<file path="config.mk">
export PLATFORM = sky130hd
export DESIGN_NAME = aha_periph_reset_sequencer
export DESIGN_NICKNAME = d
export VERILOG_FILES = /design/src/rtl/aha_periph_reset_sequencer.sv
export SDC_FILE = /design/constraint.sdc
export NUM_CORES = 1
export LEC_CHECK = 0
export CAP_MARGIN = 15
export CORE_MARGIN = 1.5
export CORE_UTILIZATION = 55
export CTS_CLUSTER_DIAMETER = 50
export DETAILED_ROUTE_END_ITERATION = 8
export GPL_TIMING_DRIVEN = 0
export HOLD_SLACK_MARGIN = 0.1
export PLACE_DENSITY = 0.82
export SYNTH_ARGS = -nofsm -noshare
export SYNTH_HDL_FRONTEND = slang
export SYNTH_SLANG_ARGS = --single-unit
</file>
<file path="constraint.sdc">
create_clock -name HCLK -period 5.5 [get_ports HCLK]
set_input_delay 1.1 -clock HCLK [delete_from_list [all_inputs] [get_ports HCLK]]
set_output_delay 1.1 -clock HCLK [all_outputs]
set_load 0.02 [all_outputs]
</file>
<file path="src/rtl/aha_periph_reset_sequencer.sv">
// Round-robin peripheral reset sequencer: one shared FSM walks each requested peripheral through
// reset, clock-gate, release and ungate, then acks. Define AHA_RST_SEQ_IRQ_EN for done_irq_o/last_idx_o.
//
// state     | meaning
// ----------+-----------------------------------------------------------
// S_IDLE    | arbitrate pending requests round-robin from ptr
// S_ASSERT  | reset low, clock forced on for RESET_CYCLES
// S_GATE    | reset low, clock forced off for GATE_CYCLES
// S_RELEASE | reset released, clock still forced off for RELEASE_CYCLES
// S_UNGATE  | force removed, clock follows software enable (1 cycle)
// S_DONE    | ack follows the still-live request (1 cycle)
module aha_periph_reset_sequencer #(
    parameter int NUM_PERIPH     = 11,
    parameter int RESET_CYCLES   = 16,
    parameter int GATE_CYCLES    = 4,
    parameter int RELEASE_CYCLES = 4
) (
    input  logic                  HCLK,
    input  logic                  HRESETn,
    input  logic [NUM_PERIPH-1:0] req_i,
    input  logic [NUM_PERIPH-1:0] clk_gate_en_i,
    output logic [NUM_PERIPH-1:0] ack_o,
    output logic [NUM_PERIPH-1:0] periph_rst_n_o,
    output logic [NUM_PERIPH-1:0] clk_en_o,
    output logic                  busy_o,
    output logic [3:0]            cur_idx_o
`ifdef AHA_RST_SEQ_IRQ_EN
    ,
    output logic                  done_irq_o,
    output logic [3:0]            last_idx_o
`endif
);

    localparam int MAX_RG  = (RESET_CYCLES > GATE_CYCLES) ? RESET_CYCLES : GATE_CYCLES;
    localparam int MAX_CYC = (MAX_RG > RELEASE_CYCLES) ? MAX_RG : RELEASE_CYCLES;
    localparam int CNT_W   = $clog2(MAX_CYC) + 1;
    localparam int IDX_W   = $clog2(NUM_PERIPH);

    typedef enum logic [2:0] {
        S_IDLE, S_ASSERT, S_GATE, S_RELEASE, S_UNGATE, S_DONE
    } state_t;

    state_t                  state, state_nxt;
    logic [CNT_W-1:0]        cnt, cnt_load;
    logic [3:0]              ptr, idx, idx_nxt, grant_idx;
    logic                    grant_vld;
    logic [NUM_PERIPH-1:0]   pending, ack_nxt, rst_n_nxt;
    logic                    force_en, force_val, force_en_nxt, force_val_nxt;

    // Lowest rotation offset wins, so iterate from the far end and let the last hit stand.
    always_comb begin
        int j;
        j         = 0;
        pending   = req_i & ~ack_o;
        if (busy_o) pending[cur_idx_o] = 1'b0;
        grant_vld = 1'b0;
        grant_idx = '0;
        for (int k = NUM_PERIPH - 1; k >= 0; k--) begin
            j = int'(ptr) + k;
            if (j >= NUM_PERIPH) j = j - NUM_PERIPH;
            if (pending[IDX_W'(j)]) begin
                grant_vld = 1'b1;
                grant_idx = 4'(j);
            end
        end
    end

    always_ff @(posedge HCLK or negedge HRESETn) begin
        if (!HRESETn) begin
            state <= S_IDLE;
            cnt   <= '0;
        end else begin
            state <= state_nxt;
            if (state_nxt != state)
                cnt <= cnt_load;
            else if (cnt != '0)
                cnt <= cnt - CNT_W'(1);
        end
    end

    always_comb begin
        state_nxt = state;
        case (state)
            S_IDLE:    if (grant_vld)  state_nxt = S_ASSERT;
            S_ASSERT:  if (cnt == '0)  state_nxt = S_GATE;
            S_GATE:    if (cnt == '0)  state_nxt = S_RELEASE;
            S_RELEASE: if (cnt == '0)  state_nxt = S_UNGATE;
            S_UNGATE:                  state_nxt = S_DONE;
            S_DONE:                    state_nxt = S_IDLE;
            default:                   state_nxt = S_IDLE;
        endcase
        case (state_nxt)
            S_ASSERT:  cnt_load = CNT_W'(RESET_CYCLES - 1);
            S_GATE:    cnt_load = CNT_W'(GATE_CYCLES - 1);
            S_RELEASE: cnt_load = CNT_W'(RELEASE_CYCLES - 1);
            default:   cnt_load = '0;
        endcase
    end

    // Outputs are decoded from the next state so they change on the same edge as the state.
    always_comb begin
        rst_n_nxt     = '1;
        force_en_nxt  = 1'b0;
        force_val_nxt = 1'b0;
        idx_nxt       = idx;
        ack_nxt       = ack_o & req_i;
        if (state == S_IDLE && grant_vld) idx_nxt = grant_idx;
        case (state_nxt)
            S_ASSERT: begin
                rst_n_nxt[idx_nxt] = 1'b0;
                force_en_nxt       = 1'b1;
                force_val_nxt      = 1'b1;
            end
            S_GATE: begin
                rst_n_nxt[idx_nxt] = 1'b0;
                force_en_nxt       = 1'b1;
            end
            S_RELEASE: force_en_nxt = 1'b1;
            default: ;
        endcase
        if (state == S_DONE) ack_nxt[idx] = req_i[idx];
    end

    always_ff @(posedge HCLK or negedge HRESETn) begin
        if (!HRESETn) begin
            ack_o          <= '0;
            periph_rst_n_o <= '1;
            force_en       <= 1'b0;
            force_val      <= 1'b0;
            idx            <= '0;
            ptr            <= '0;
        end else begin
            ack_o          <= ack_nxt;
            periph_rst_n_o <= rst_n_nxt;
            force_en       <= force_en_nxt;
            force_val      <= force_val_nxt;
            idx            <= idx_nxt;
            if (state == S_IDLE && grant_vld)
                ptr <= (grant_idx == 4'(NUM_PERIPH - 1)) ? 4'd0 : grant_idx + 4'd1;
        end
    end

    always_comb begin
        clk_en_o = clk_gate_en_i;
        if (force_en) clk_en_o[idx] = force_val;
    end

    assign busy_o    = (state != S_IDLE);
    assign cur_idx_o = idx;

`ifdef AHA_RST_SEQ_IRQ_EN
    always_ff @(posedge HCLK or negedge HRESETn) begin
        if (!HRESETn) begin
            done_irq_o <= 1'b0;
            last_idx_o <= '0;
        end else begin
            done_irq_o <= (state_nxt == S_DONE);
            if (state == S_DONE) last_idx_o <= idx;
        end
    end
`endif

endmodule

</file>
==> flow_metrics.tcl, run 1 <==
set metrics [dict create \
    synth_fp_nets 897 \
    tritoncts "built" \
    synth_edf_count 0 \
    async_flop_share_pct 100 \
    cts_inserted_buffers 5 \
    failed_checks "DRC" \
    drt-wirelength-per-cell_um 21.6 \
    track_usage_pct 36.0 \
    layout.nets 971 \
    timing.fmax_mhz 189 \
    core_um2 11500 \
    synth.largest_area_cell "dfrtp_1" \
    status "finished, violations left" \
    place_congestion 1.01 \
    setup_viol 0 \
    max_cap_viol_count 0 \
    cp_cell_sequence "buf_2, clkbuf_4, clkinvlp_4, ha_1, a21oi_2, xnor2_1, a21oi_1, a22o_1, buf_4, mux2i_1, o32a_1, a21oi_2, o21ai_0, a2111oi_2, o41ai_2, o31ai_2, buf_4, nand2_1" \
    synth_area_per_cell_um2 7.65 \
    ys_seq_area_share_pct 15.5 \
    worst_pin_slew_ns 0.906 \
    area_delta_synth_final_pct 16.5 \
    design.die.area_um2 12600 \
    place_inst 1059 \
    startpoint "ptr[2]" \
    fin_crit_ns 5.30 \
    syn-cell-area_um2 6540 \
    crit_fanout 11 \
    rrSetupSlack_ns 0.20 \
    critical_path_required_ns 5.72 \
    clk_pin_slew_worst_paths_ns 0.06 \
    drcViolationCount 2 \
    die_w_um 112 \
    arrival_ns 5.52 \
    grt_overflow 0 \
    slowest_delay_ns 0.55 \
    crit_path_end_kind "flop" \
    cts_sinks 40 \
    grt_pass1_vias 6750 \
    grt_pass1_wl_um 35900 \
    n_antenna_cell 0 \
    routed-via-count 7475 \
    cp-endpoint "periph_rst_n_o[5]" \
    r2r_start "ptr[2]" \
    synth_cells 855 \
    io_pins 62 \
    worstSkewPairLatency_ns 0.29 \
    synthTopCellsByArea "dfrtp_1 11%, mux2i_1 6.7%, nand2_1 4.9%" \
    drtIter0Drc 1106 \
    slew_headroom_pct 39.6 \
    synth.top_cell.area_share_pct 11.1 \
    ys_types 110 \
    finClkSkew_ns 0.00686 \
    finalMaxSlewViolations 0 \
    routed_via_density 6.97 \
    ctsHoldBuffers 0 \
    hold_path_class "flop to flop" \
    yosys_warnings 0 \
    clock-root-buffer "clkbuf_16" \
    clockBufferDepth 2 \
    fp-row-count 39 \
    synthFlopType "dfrtp_1" \
    dp_hpwl_um 17400 \
    drtPass1Iterations 9 \
    numPortBuffers 61 \
    hold_viol 0 \
    grt_max_degree 41 \
    critPathKind "flop to flop" \
    drive_gt1_share_pct 17.0 \
    start_kind "flop" \
    ys_seq_elements 40 \
    slowest_stage "a2111oi_2" \
    die_h_um 112 \
    drt-total-wl_um 23200 \
    antenna_found_initial 0 \
    r2r-end "periph_rst_n_o[5]" \
    start_util_pct 56.8 \
    period_share_pct 96.3 \
    nFillCells 1010 \
    r2r_cells 18 \
    drtAntennaViolNets 0 \
    h-tree-depth 2 \
    final_cells 1073 \
]
==> state kept, by name (all words and copies together) (netlist names) <==
signal and flops:
force_val 1, ptr 4, cur_idx_o 4, cnt 5, periph_rst_n_o 11, force_en 1, ack_o 11, state 3
==> final cells by class <==
class	instances	area, um2	share of cell area (%)
clock inverters	1	8.76	0.115
repair inverters	1	5.00	0.0657
plain buffers	61	317	4.15
well taps	143	179	2.35
clock buffers	7	164	2.15
inverters	16	63.8	0.837
multi-input cells	738	5220	68.6
repair buffers	66	643	8.44
flip-flops and latches	40	1020	13.3
==> stage by stage <==
step	utilization, %	worst slack [ns]	hold WS (ns)	cell area [um2]	TNS, ns
after CTS	65.2	0.0717	0.536	7500	0
after detailed placement	63.6	0.0150	0.521	7330	0
after global placement	63.7	-0.00709	0.512	7330	-0.00709
final	66.2	0.202	0.533	7620	0
after global routing	66.2	-0.00127	0.547	7620	-0.00127
after floorplan	-	1.21	0.501	6540	0
==> how the worst min path moves through the flow <==
stage | endpoint | cells past startpoint | start
2_1_floorplan | cnt[4] | 1 | cnt[4]
5_1_grt | cnt[4] | 1 | cnt[4]
4_1_cts | ack_o[4] | 2 | ack_o[4]
3_5_place_dp | ack_o[1] | 1 | ack_o[1]
3_3_place_gp | ack_o[4] | 2 | ack_o[4]
6_report | ack_o[4] | 2 | ack_o[4]
==> cells in the mapped netlist, drive strengths merged, types with 18 or more instances <==
cell type / instances
nand2: 86
o21ai: 71
nor2: 66
a21oi: 59
mux2i: 44
buf: 38
nand3: 36
dfrtp: 29
xnor2: 24
clkbuf: 23
a211oi: 22
mux2: 19
ha: 18
==> routing by layer <==
layer	track usage, %	vias up	routed length [um]
li1	-	3411	-
met1	51.1	3482	9600
met2	53.9	494	9930
met3	7.07	88	2660
met4	14.3	0	980
met5	0	-	0
==> cell families after synthesis <==
kind of cell | synth area share (%)
compound gates | 34.6
xor+xnor | 4.86
fa+ha+maj | 3.44
buf+inv | 5.66
flops | 15.5
mux | 11.4
simple gates | 24.6
==> timing repair <==
item / CTS / global route
setup buffers: 0 / 5
cloned: 0 / 1
setup endpoints to repair: 1 / 24
resized for setup: 1 / 22
pin swaps: 0 / 2
==> critical path: cells and delay by family (launching register included) <==
| family | cells | cell delay [ns] |
|---|---|---|
| multiplexers | 1 | 0.12 |
| adder cells (fa/ha/maj) | 1 | 0.29 |
| buffers and inverters | 5 | 1.16 |
| AO/OA/AOI/OAI | 9 | 2.75 |
| AND/OR/NAND/NOR | 1 | 0.05 |
| flip-flops | 1 | 0.53 |
| XOR/XNOR | 1 | 0.33 |
==> cells in the final DEF (no fill, tap or decap), types with 17 or more instances in the layout <==
| cell | n |
|---|---|
| mux2i_1 | 43 |
| ha_1 | 17 |
| nand3_1 | 36 |
| clkdlybuf4s50_1 | 60 |
| nand2b_1 | 17 |
| nor2_1 | 63 |
| mux2_2 | 19 |
| a21oi_1 | 51 |
| clkbuf_1 | 21 |
| nand2_1 | 86 |
| buf_2 | 23 |
| o21ai_0 | 57 |
| dfrtp_1 | 28 |
| xnor2_1 | 18 |
| a211oi_1 | 19 |
Power of run 1 is not shown: default switching activity piles up to over one toggle a cycle in this logic, so the estimate is an artifact.
==> run 2, diff against run 1 <==
- CORE_UTILIZATION: 55 -> 35
- PLACE_DENSITY: 0.82 -> 0.58
==> run 2 against run 1 <==
  * Clock-buffer cell count shrank 1
  * Worst setup slack worse by 0.025 ns
  * Utilization down 24 points
  * Critical path depth is 2 lower
  * Wire length rose by 6.8%
  * Highest routed layer unchanged
  * The run still ends with DRC left
==> flow_metrics.tcl, run 2 (same netlist as run 1, synthesis figures left out) <==
set metrics [dict create \
    status "finished, violations left" \
    failed_checks "DRC" \
    grt_pass1_vias 6722 \
    dp_hpwl_um 18900 \
    clockBufferDepth 2 \
    track_usage_pct 24.8 \
    design.die.area_um2 19500 \
    routed-via-count 7300 \
    grt_pass1_wl_um 38300 \
    area_delta_synth_final_pct 17.3 \
    cts_setup_buffers 0 \
    grt_max_degree 37 \
    rrSetupSlack_ns 0.18 \
    finalMaxSlewViolations 0 \
    final_common_cell "nand2_1" \
    timing.fmax_mhz 188 \
    worst_pin_slew_ns 0.874 \
    clk_pin_slew_worst_paths_ns 0.06 \
    fp-row-count 49 \
    max_cap_viol_count 0 \
    seq_area_um2 1020 \
    drt-wirelength-per-cell_um 21.4 \
    holdPathStages 1 \
    arrival_ns 5.52 \
    core_um2 18100 \
    critical_path_required_ns 5.69 \
    place_congestion 0.987 \
    slowest_stage "a2111oi_2" \
    drt-total-wl_um 24700 \
    layout.nets 966 \
    die_w_um 140 \
    numPortBuffers 61 \
    cpMostUsedCell "buf_2" \
    multiInputGateArea_um2 5220 \
    fin_crit_ns 5.32 \
    hold_end "ack_o[1]" \
    routed_via_density 6.33 \
    cp_cell_sequence "buf_2, buf_2, inv_1, ha_1, a211oi_2, o21ai_1, a21oi_2, mux2_2, a2111oi_4, a41o_2, nor2b_2, a221oi_1, a2111oi_2, o41ai_2, o31ai_2, o211ai_1" \
    drtPass1Iterations 8 \
    cts_sinks 40 \
    r2r_start "ptr[2]" \
    finClkSkew_ns 0.00944 \
    drcViolationCount 1 \
    drive_gt1_share_pct 16.5 \
    drtIter0Drc 709 \
    placed_area_um2 7450 \
    hold_viol 0 \
    reg_top3 "ack_o x11, periph_rst_n_o x11, cnt x5" \
    r2r_cells 16 \
    io_pins 62 \
    tritoncts "built" \
    n_antenna_cell 0 \
    finalSetupTns_ns 0 \
    h-tree-depth 2 \
    hp-start "ack_o[1]" \
    clock-root-buffer "clkbuf_16" \
    final_cell_mix "86 x nand2_1, 63 x nor2_1, 60 x clkdlybuf4s50_1" \
    start_kind "flop" \
    cts_inserted_buffers 5 \
    critPathKind "flop to flop" \
    antenna_found_initial 0 \
    hold_path_class "flop to flop" \
    nFillCells 1857 \
    worstSkewPairLatency_ns 0.29 \
    final_cell_area_um2 7670 \
    die_h_um 140 \
    slowest_delay_ns 0.51 \
    r2r-end "periph_rst_n_o[1]" \
    drtAntennaViolNets 0 \
    start_util_pct 36.0 \
    period_share_pct 96.8 \
    slew_headroom_pct 40.8 \
    grt_overflow 0 \
    setup_viol 0 \
    crit_path_end_kind "flop" \
    crit_fanout 11 \
]
==> run 2: worst max-delay path by stage <==
stage	from	to	slack [ns]	cells past startpoint
after global routing	ptr[2]	periph_rst_n_o[0]	-0.0006	16
after global placement	ptr[1]	periph_rst_n_o[2]	-0.14	17
after CTS	ptr[1]	periph_rst_n_o[0]	0.03	16
after detailed placement	ptr[1]	periph_rst_n_o[0]	-0.11	16
after floorplan	ptr[2]	periph_rst_n_o[0]	1.21	17
final	ptr[2]	periph_rst_n_o[1]	0.18	16
==> run 2: cell type report <==
type                    count  share of cell area [%]
multi-input cells         738                    68.1
flip-flops and latches     40                    13.2
repair buffers             62                    8.16
plain buffers              61                    4.16
well taps                 229                    3.74
clock buffers               6                    1.68
inverters                  16                   0.783
clock inverters             2                   0.163
==> run 2: critical path: cells and delay by family, from the launching register on <==
kind / cells / cell delay [ns]
flops: 1 / 0.46
compound gates: 10 / 3.02
fa+ha+maj: 1 / 0.36
buf+inv: 3 / 0.83
mux: 1 / 0.39
simple gates: 1 / 0.17
==> run 2: through the flow <==
stage	util [%]	setup slack, ns	hold WS [ns]	std cells
3_5_place_dp	41.1	-0.106	0.522	1146
4_1_cts	41.9	0.0317	0.535	1154
5_1_grt	42.3	-0.000609	0.553	1154
3_3_place_gp	41.0	-0.136	0.524	1145
2_1_floorplan	-	1.21	0.501	855
6_report	42.3	0.177	0.538	1154
==> run 2: layer usage <==
metal  GRT usage (%)  vias up  wire, um
li1                -     3394         -
met1            34.9     3534     11300
met2            39.3      334     11200
met3            3.61       38      1760
met4            6.98        0       516
met5               0        -         0
==> run 2: timing repair <==
action / 4_1_cts / 5_1_grt
endpoints found under the setup margin: 12 / 23
gates resized for setup: 2 / 22
hold buffers: 0 / 0
Power of run 2 is left out for the same reason.
==> variant 1: new RTL, settings of run 2 <==
Add a define of `AHA_RST_SEQ_IRQ_EN`.
--- a/src/rtl/aha_periph_reset_sequencer.sv
+++ b/src/rtl/aha_periph_reset_sequencer.sv
@@ -9,6 +9,8 @@
 // S_RELEASE | reset released, clock still forced off for RELEASE_CYCLES
 // S_UNGATE  | force removed, clock follows software enable (1 cycle)
 // S_DONE    | ack follows the still-live request (1 cycle)
+`define AHA_RST_SEQ_IRQ_EN
+
 module aha_periph_reset_sequencer #(
     parameter int NUM_PERIPH     = 11,
     parameter int RESET_CYCLES   = 16,
Function (old outputs only; new: done_irq_o and last_idx_o): same outputs for any inputs over 4 cycles, from zero or initial values and one cycle with HRESETn low; that may be too few to reach the edited logic, so the function may still have changed.
==> variant 1 against run 2 <==
  * Via count up 3.4%
  * Synthesized area about the same
  * Sequential cell count up 5
  * Final area up 2.3%
  * Die area about the same
  * Wire length up 7.0%
  * Clock skew up 0.0015 ns
  * Sequential share of layout area up 1.3 points
  * Worst setup slack better by 0.029 ns
  * Largest cell class unchanged
  * Highest routed layer unchanged
==> variant 1: results <==
metrics = {
    "logic_synthesis": {
        "ys_types": 102,
        "synth-async-reset-ratio_pct": 100.0,
        "syn_area_per_cell_sq_um": 7.690,
        "synth.area.top_cells": "dfrtp_1, nand2_1, a21oi_1",
        "synthesis.nets": 892,
        "yosys_warnings": 0,
        "synth_seq_area_share_pct": 17.44,
        "synth_common_cells": "nand2_1, nor2_1, a21oi_1",
    },
    "detailed_routing": {
        "wl_met2_mm": 11.59,
        "drtPass1Iterations": 5,
        "vias": 7547,
        "wl_met1_mm": 11.39,
        "wl_met3_mm": 2.589,
        "wl_per_cell_um": 22.77,
        "first_iter_violations": 917,
        "highest_layer": "met4",
        "wirelength_mm": 26.48,
    },
    "grt": {
        "grt_pass1_wl_mm": 40.74,
        "antenna_found_initial": 0,
        "grt_start_max_net_pins": 34,
        "gr-usage-all-layers_pct": 26.76,
        "grt_pass1_vias": 6932,
    },
    "sta": {
        "maxSlewHeadroom_pct": 17.60,
        "skew_ns": 0.01097,
        "finalSetupTns_ns": 0,
    },
    "clock_tree": {
        "clock_latency_ns": 0.29,
        "htreeDepth": 2,
        "clock_tree.root_cell": "clkbuf_16",
        "cts_buffers": 5,
        "cts.path.max_buffers": 2,
        "cts.reportedPaths.clkPinSlew_ns": 0.06,
    },
    "power_and_ir_drop": {
        "power_leakage_nw": 3.024,
        "switching_power_mw": 3.389,
        "peakVddDrop_mv": 0.2420,
    },
    "place": {
        "portBuffers": 66,
        "place_area_sq_um": 7498,
        "dp_cells": 1146,
        "dp_hpwl_mm": 20.01,
        "post-place-ws_ns": -0.7540,
        "gp_congestion": 0.9860,
    },
    "worst_setup_path": {
        "critPathMaxStageDelay_ns": 0.55,
        "worstPathArrival_ns": 5.49,
        "cp_max_fo": 15,
        "crit_slowest_cell": "dfrtp_2",
    },
    "final_layout": {
        "nets": 975,
        "n_antenna_cell": 0,
        "largestRegisters": "ack_o (11), periph_rst_n_o (11), cnt (5)",
        "drive_gt1_share_pct": 16.70,
    },
    "hold_path": {
        "hold_class": "reg2reg",
    },
    "outcome": {
        "outcome": "completed",
    },
}
-- variant 1: cell count changes after synthesis, sizes merged, moves of 6 or more --
cell | run 2 | this run
a2111oi | 5 | 13
a211o | 3 | 10
a211oi | 22 | 30
a31oi | 14 | 7
and2 | 11 | 5
buf | 38 | 32
inv | 15 | 21
mux2i | 44 | 28
nand3 | 36 | 23
nor2 | 66 | 73
nor3 | 16 | 37
o21ai | 71 | 56
o31ai | 6 | 15
-- variant 1: layer usage --
| metal | up-vias | GRT usage [%] |
|---|---|---|
| li1 | 3454 | - |
| met1 | 3629 | 36.51 |
| met2 | 409 | 41.03 |
| met3 | 55 | 6.297 |
| met4 | 0 | 9.917 |
| met5 | - | 0 |
-- variant 1: cell type report --
type / count / area, sq um
Fill cell: 1844 / 10300
Multi-Input combinational cell: 729 / 5144
Sequential cell: 45 / 1142
Timing Repair Buffer: 76 / 738.2
Tap cell: 229 / 286.5
Buffer: 54 / 281.5
Clock buffer: 7 / 153.9
Inverter: 22 / 90.09
Clock inverter: 1 / 8.758
-- variant 1: power groups by stage --
stage / clock, mW / sequential, mW / combinational, mW
2_1_floorplan: 0 / 0.453 / 3.44
5_1_grt: 0.348 / 0.450 / 5.46
3_3_place_gp: 0 / 0.455 / 4.65
3_5_place_dp: 0 / 0.454 / 4.63
6_report: 0.328 / 0.445 / 5.08
4_1_cts: 0.333 / 0.450 / 4.69
-- variant 1: timing repair --
item / CTS / global route
setup endpoints to repair: 27 / 25
buffers inserted: 0 / 7
pin swaps: 0 / 4
resized for setup: 10 / 21
-- variant 1: logic make-up after synthesis --
kind of cell	Yosys count	synth area share, %
buffers and inverters	76	5.456
AOI/OAI and AO/OA	315	34.76
DFF	45	17.44
xor gates and xnor gates	29	4.690
muxes	53	9.858
adders and majority gates	18	3.446
and+or+nand+nor	314	24.35
-- variant 1: final timing paths --
| path | start | cells after the start | slack (ns) | end |
|---|---|---|---|---|
| min in group asynchronous | HRESETn | 1 | 0.70 | ptr[2] |
| max in group asynchronous | HRESETn | 2 | 4.26 | periph_rst_n_o[9] |
| min reg2reg | last_idx_o[0] | 1 | 0.52 | last_idx_o[0] |
| max reg2reg | ptr[2] | 19 | 0.21 | periph_rst_n_o[2] |
| max | ptr[2] | 19 | 0.21 | periph_rst_n_o[2] |
| min | last_idx_o[0] | 1 | 0.52 | last_idx_o[0] |
-- variant 1: worst max-delay path: cells and delay by family (launching register included) --
kind / cells / cell delay, ns
simple gates: 6 / 0.87
flops: 1 / 0.55
fa+ha+maj: 1 / 0.28
compound gates: 6 / 2.12
buf+inv: 6 / 1.37
==> variant 2: new RTL, config.mk and constraints of run 2 <==
Made on the original files. The 6 states of `state_t` get a one-hot encoding in 6 bits.
--- a/src/rtl/aha_periph_reset_sequencer.sv
+++ b/src/rtl/aha_periph_reset_sequencer.sv
@@ -36,8 +36,8 @@
     localparam int CNT_W   = $clog2(MAX_CYC) + 1;
     localparam int IDX_W   = $clog2(NUM_PERIPH);
 
-    typedef enum logic [2:0] {
-        S_IDLE, S_ASSERT, S_GATE, S_RELEASE, S_UNGATE, S_DONE
+    typedef enum logic [5:0] {
+        S_IDLE = 6'b000001, S_ASSERT = 6'b000010, S_GATE = 6'b000100, S_RELEASE = 6'b001000, S_UNGATE = 6'b010000, S_DONE = 6'b100000
     } state_t;
 
     state_t                  state, state_nxt;
Function: same outputs for any inputs over 4 cycles, from zero or initial values and one cycle with HRESETn low; so few cycles prove little.
==> variant 2 against run 2 <==
  * Worst setup slack lost 0.015 ns
  * Wire length grew 20%
  * Critical endpoint is now cnt[0]
  * Final area grew 5.8%
  * Sequential cell count rose by 3
  * Clock skew hardly changed
  * Via count grew 10%
  * Synthesized area grew 4.2%
  * Count of clock-buffer cells in the layout is 1 lower
  * Fmax is 0.28% lower
Power is not shown: default switching activity piles up to over one toggle a cycle in this logic, so the estimate is an artifact.
==> variant 2: results <==
metrics = {
    "outcome": {
        "outcome": "completed",
    },
    "grt": {
        "grt_pass1_wl_mm": 45.11,
        "gr-usage-all-layers_pct": 29.32,
        "antenna_found_initial": 0,
        "grt_start_max_net_pins": 36,
        "grt_pass1_vias": 7490,
    },
    "place": {
        "place_area_sq_um": 7764,
        "gp_congestion": 1.010,
        "post-place-ws_ns": -0.9925,
        "portBuffers": 61,
        "dp_hpwl_mm": 23.06,
        "dp_cells": 1228,
    },
    "worst_setup_path": {
        "cp_max_fo": 10,
        "worstPathArrival_ns": 5.52,
        "ff2ff_path_depth": 15,
        "cp_top_family": "compound AO/OA/AOI/OAI gates",
        "critPathMaxStageDelay_ns": 0.66,
        "crit_slowest_cell": "a221oi_4",
    },
    "logic_synthesis": {
        "synth.top_cell.area_share_pct": 11.39,
        "synthesis.nets": 948,
        "synth-async-reset-ratio_pct": 100.0,
        "synth.area.top_cells": "dfrtp_1, a21oi_1, nand2_1",
        "synth_common_cells": "nand2_1, nor2_1, a21oi_1",
        "synth_seq_area_share_pct": 16.01,
        "yosys_warnings": 0,
        "ys.flop_type": "dfrtp_1",
        "ys_types": 98,
        "synth_cells": 906,
    },
    "final_layout": {
        "final_common_cell": "nand2_1",
        "largestRegisters": "ack_o (11), periph_rst_n_o (11), state (6)",
        "fin_util_pct": 42.96,
        "nets": 1021,
        "n_antenna_cell": 0,
        "drive_gt1_share_pct": 17.14,
        "num-fill-cells": 1980,
    },
    "clock_tree": {
        "cts.path.max_buffers": 2,
        "htreeDepth": 2,
        "clock_tree.root_cell": "clkbuf_16",
        "cts_buffers": 5,
        "cts.reportedPaths.clkPinSlew_ns": 0.07,
        "clock_latency_ns": 0.30,
        "hold_buffers": 0,
    },
    "detailed_routing": {
        "via_per_inst": 6.475,
        "vias": 8029,
        "drtPass1Iterations": 5,
        "wirelength_mm": 29.74,
        "first_iter_violations": 1002,
    },
    "sta": {
        "maxSlewHeadroom_pct": 24.30,
        "skew_ns": 0.009098,
        "fmax_mhz": 187.3,
    },
    "hold_path": {
        "hold_class": "reg2reg",
        "whs_path_depth": 1,
    },
}
variant 2: cell types whose count changed in the layout (fill, tap and decap cells not counted), moves of 7 or more:
cell	run 2	this run
a21oi_1	51	66
a31oi_1	13	6
clkbuf_1	21	14
mux2i_1	44	21
nand3_1	36	29
nor2_1	63	76
nor2b_1	11	21
nor3_1	16	30
o211ai_1	14	24
o21ai_0	57	43
xnor2_1	17	26
variant 2: cell families after synthesis:
logic type / share of synthesized area [%]
simple gates: 28.89
mux: 7.603
compound gates: 34.80
xor+xnor: 4.720
fa+ha+maj: 3.453
flops: 16.01
buf+inv: 4.518
variant 2: path summary, 6_finish.rpt:
check / start / to / slack (ns)
worst min-delay path: cnt[4] / state[4] / 0.46
max in group asynchronous: HRESETn / state[0] / 4.32
worst max register to register: ptr[0] / cnt[0] / 0.16
worst min register to register: cnt[4] / state[4] / 0.46
worst max-delay path: ptr[0] / cnt[0] / 0.16
min in group asynchronous: HRESETn / ptr[0] / 0.66
variant 2: repair_timing:
| item | 4_1_cts | 5_1_grt |
|---|---|---|
| buffers inserted | 0 | 5 |
| resized for setup | 22 | 32 |
| hold endpoints to repair | 0 | 0 |
| pin swaps | 1 | 3 |
| endpoints found under the setup margin | 28 | 26 |
variant 2: cell type report:
| class | instances | share of cell area (%) |
|---|---|---|
| multi-input combinational | 793 | 68.40 |
| sequential | 43 | 13.50 |
| timing repair buffer | 67 | 8.170 |
| tap | 260 | 4.008 |
| buffer | 52 | 3.268 |
| clock buffer | 5 | 1.542 |
| inverter | 17 | 0.8633 |
| clock inverter | 3 | 0.2466 |
variant 2: layer usage:
metal	wire length, um	vias up	global-route usage (%)	part of all wire, %
met3	2627	85	5.148	8.8
met4	1255	0	11.34	4.2
li1	-	3622	-	-
met1	12490	3840	39.28	42
met2	13360	482	46.78	45
met5	0	-	0	0
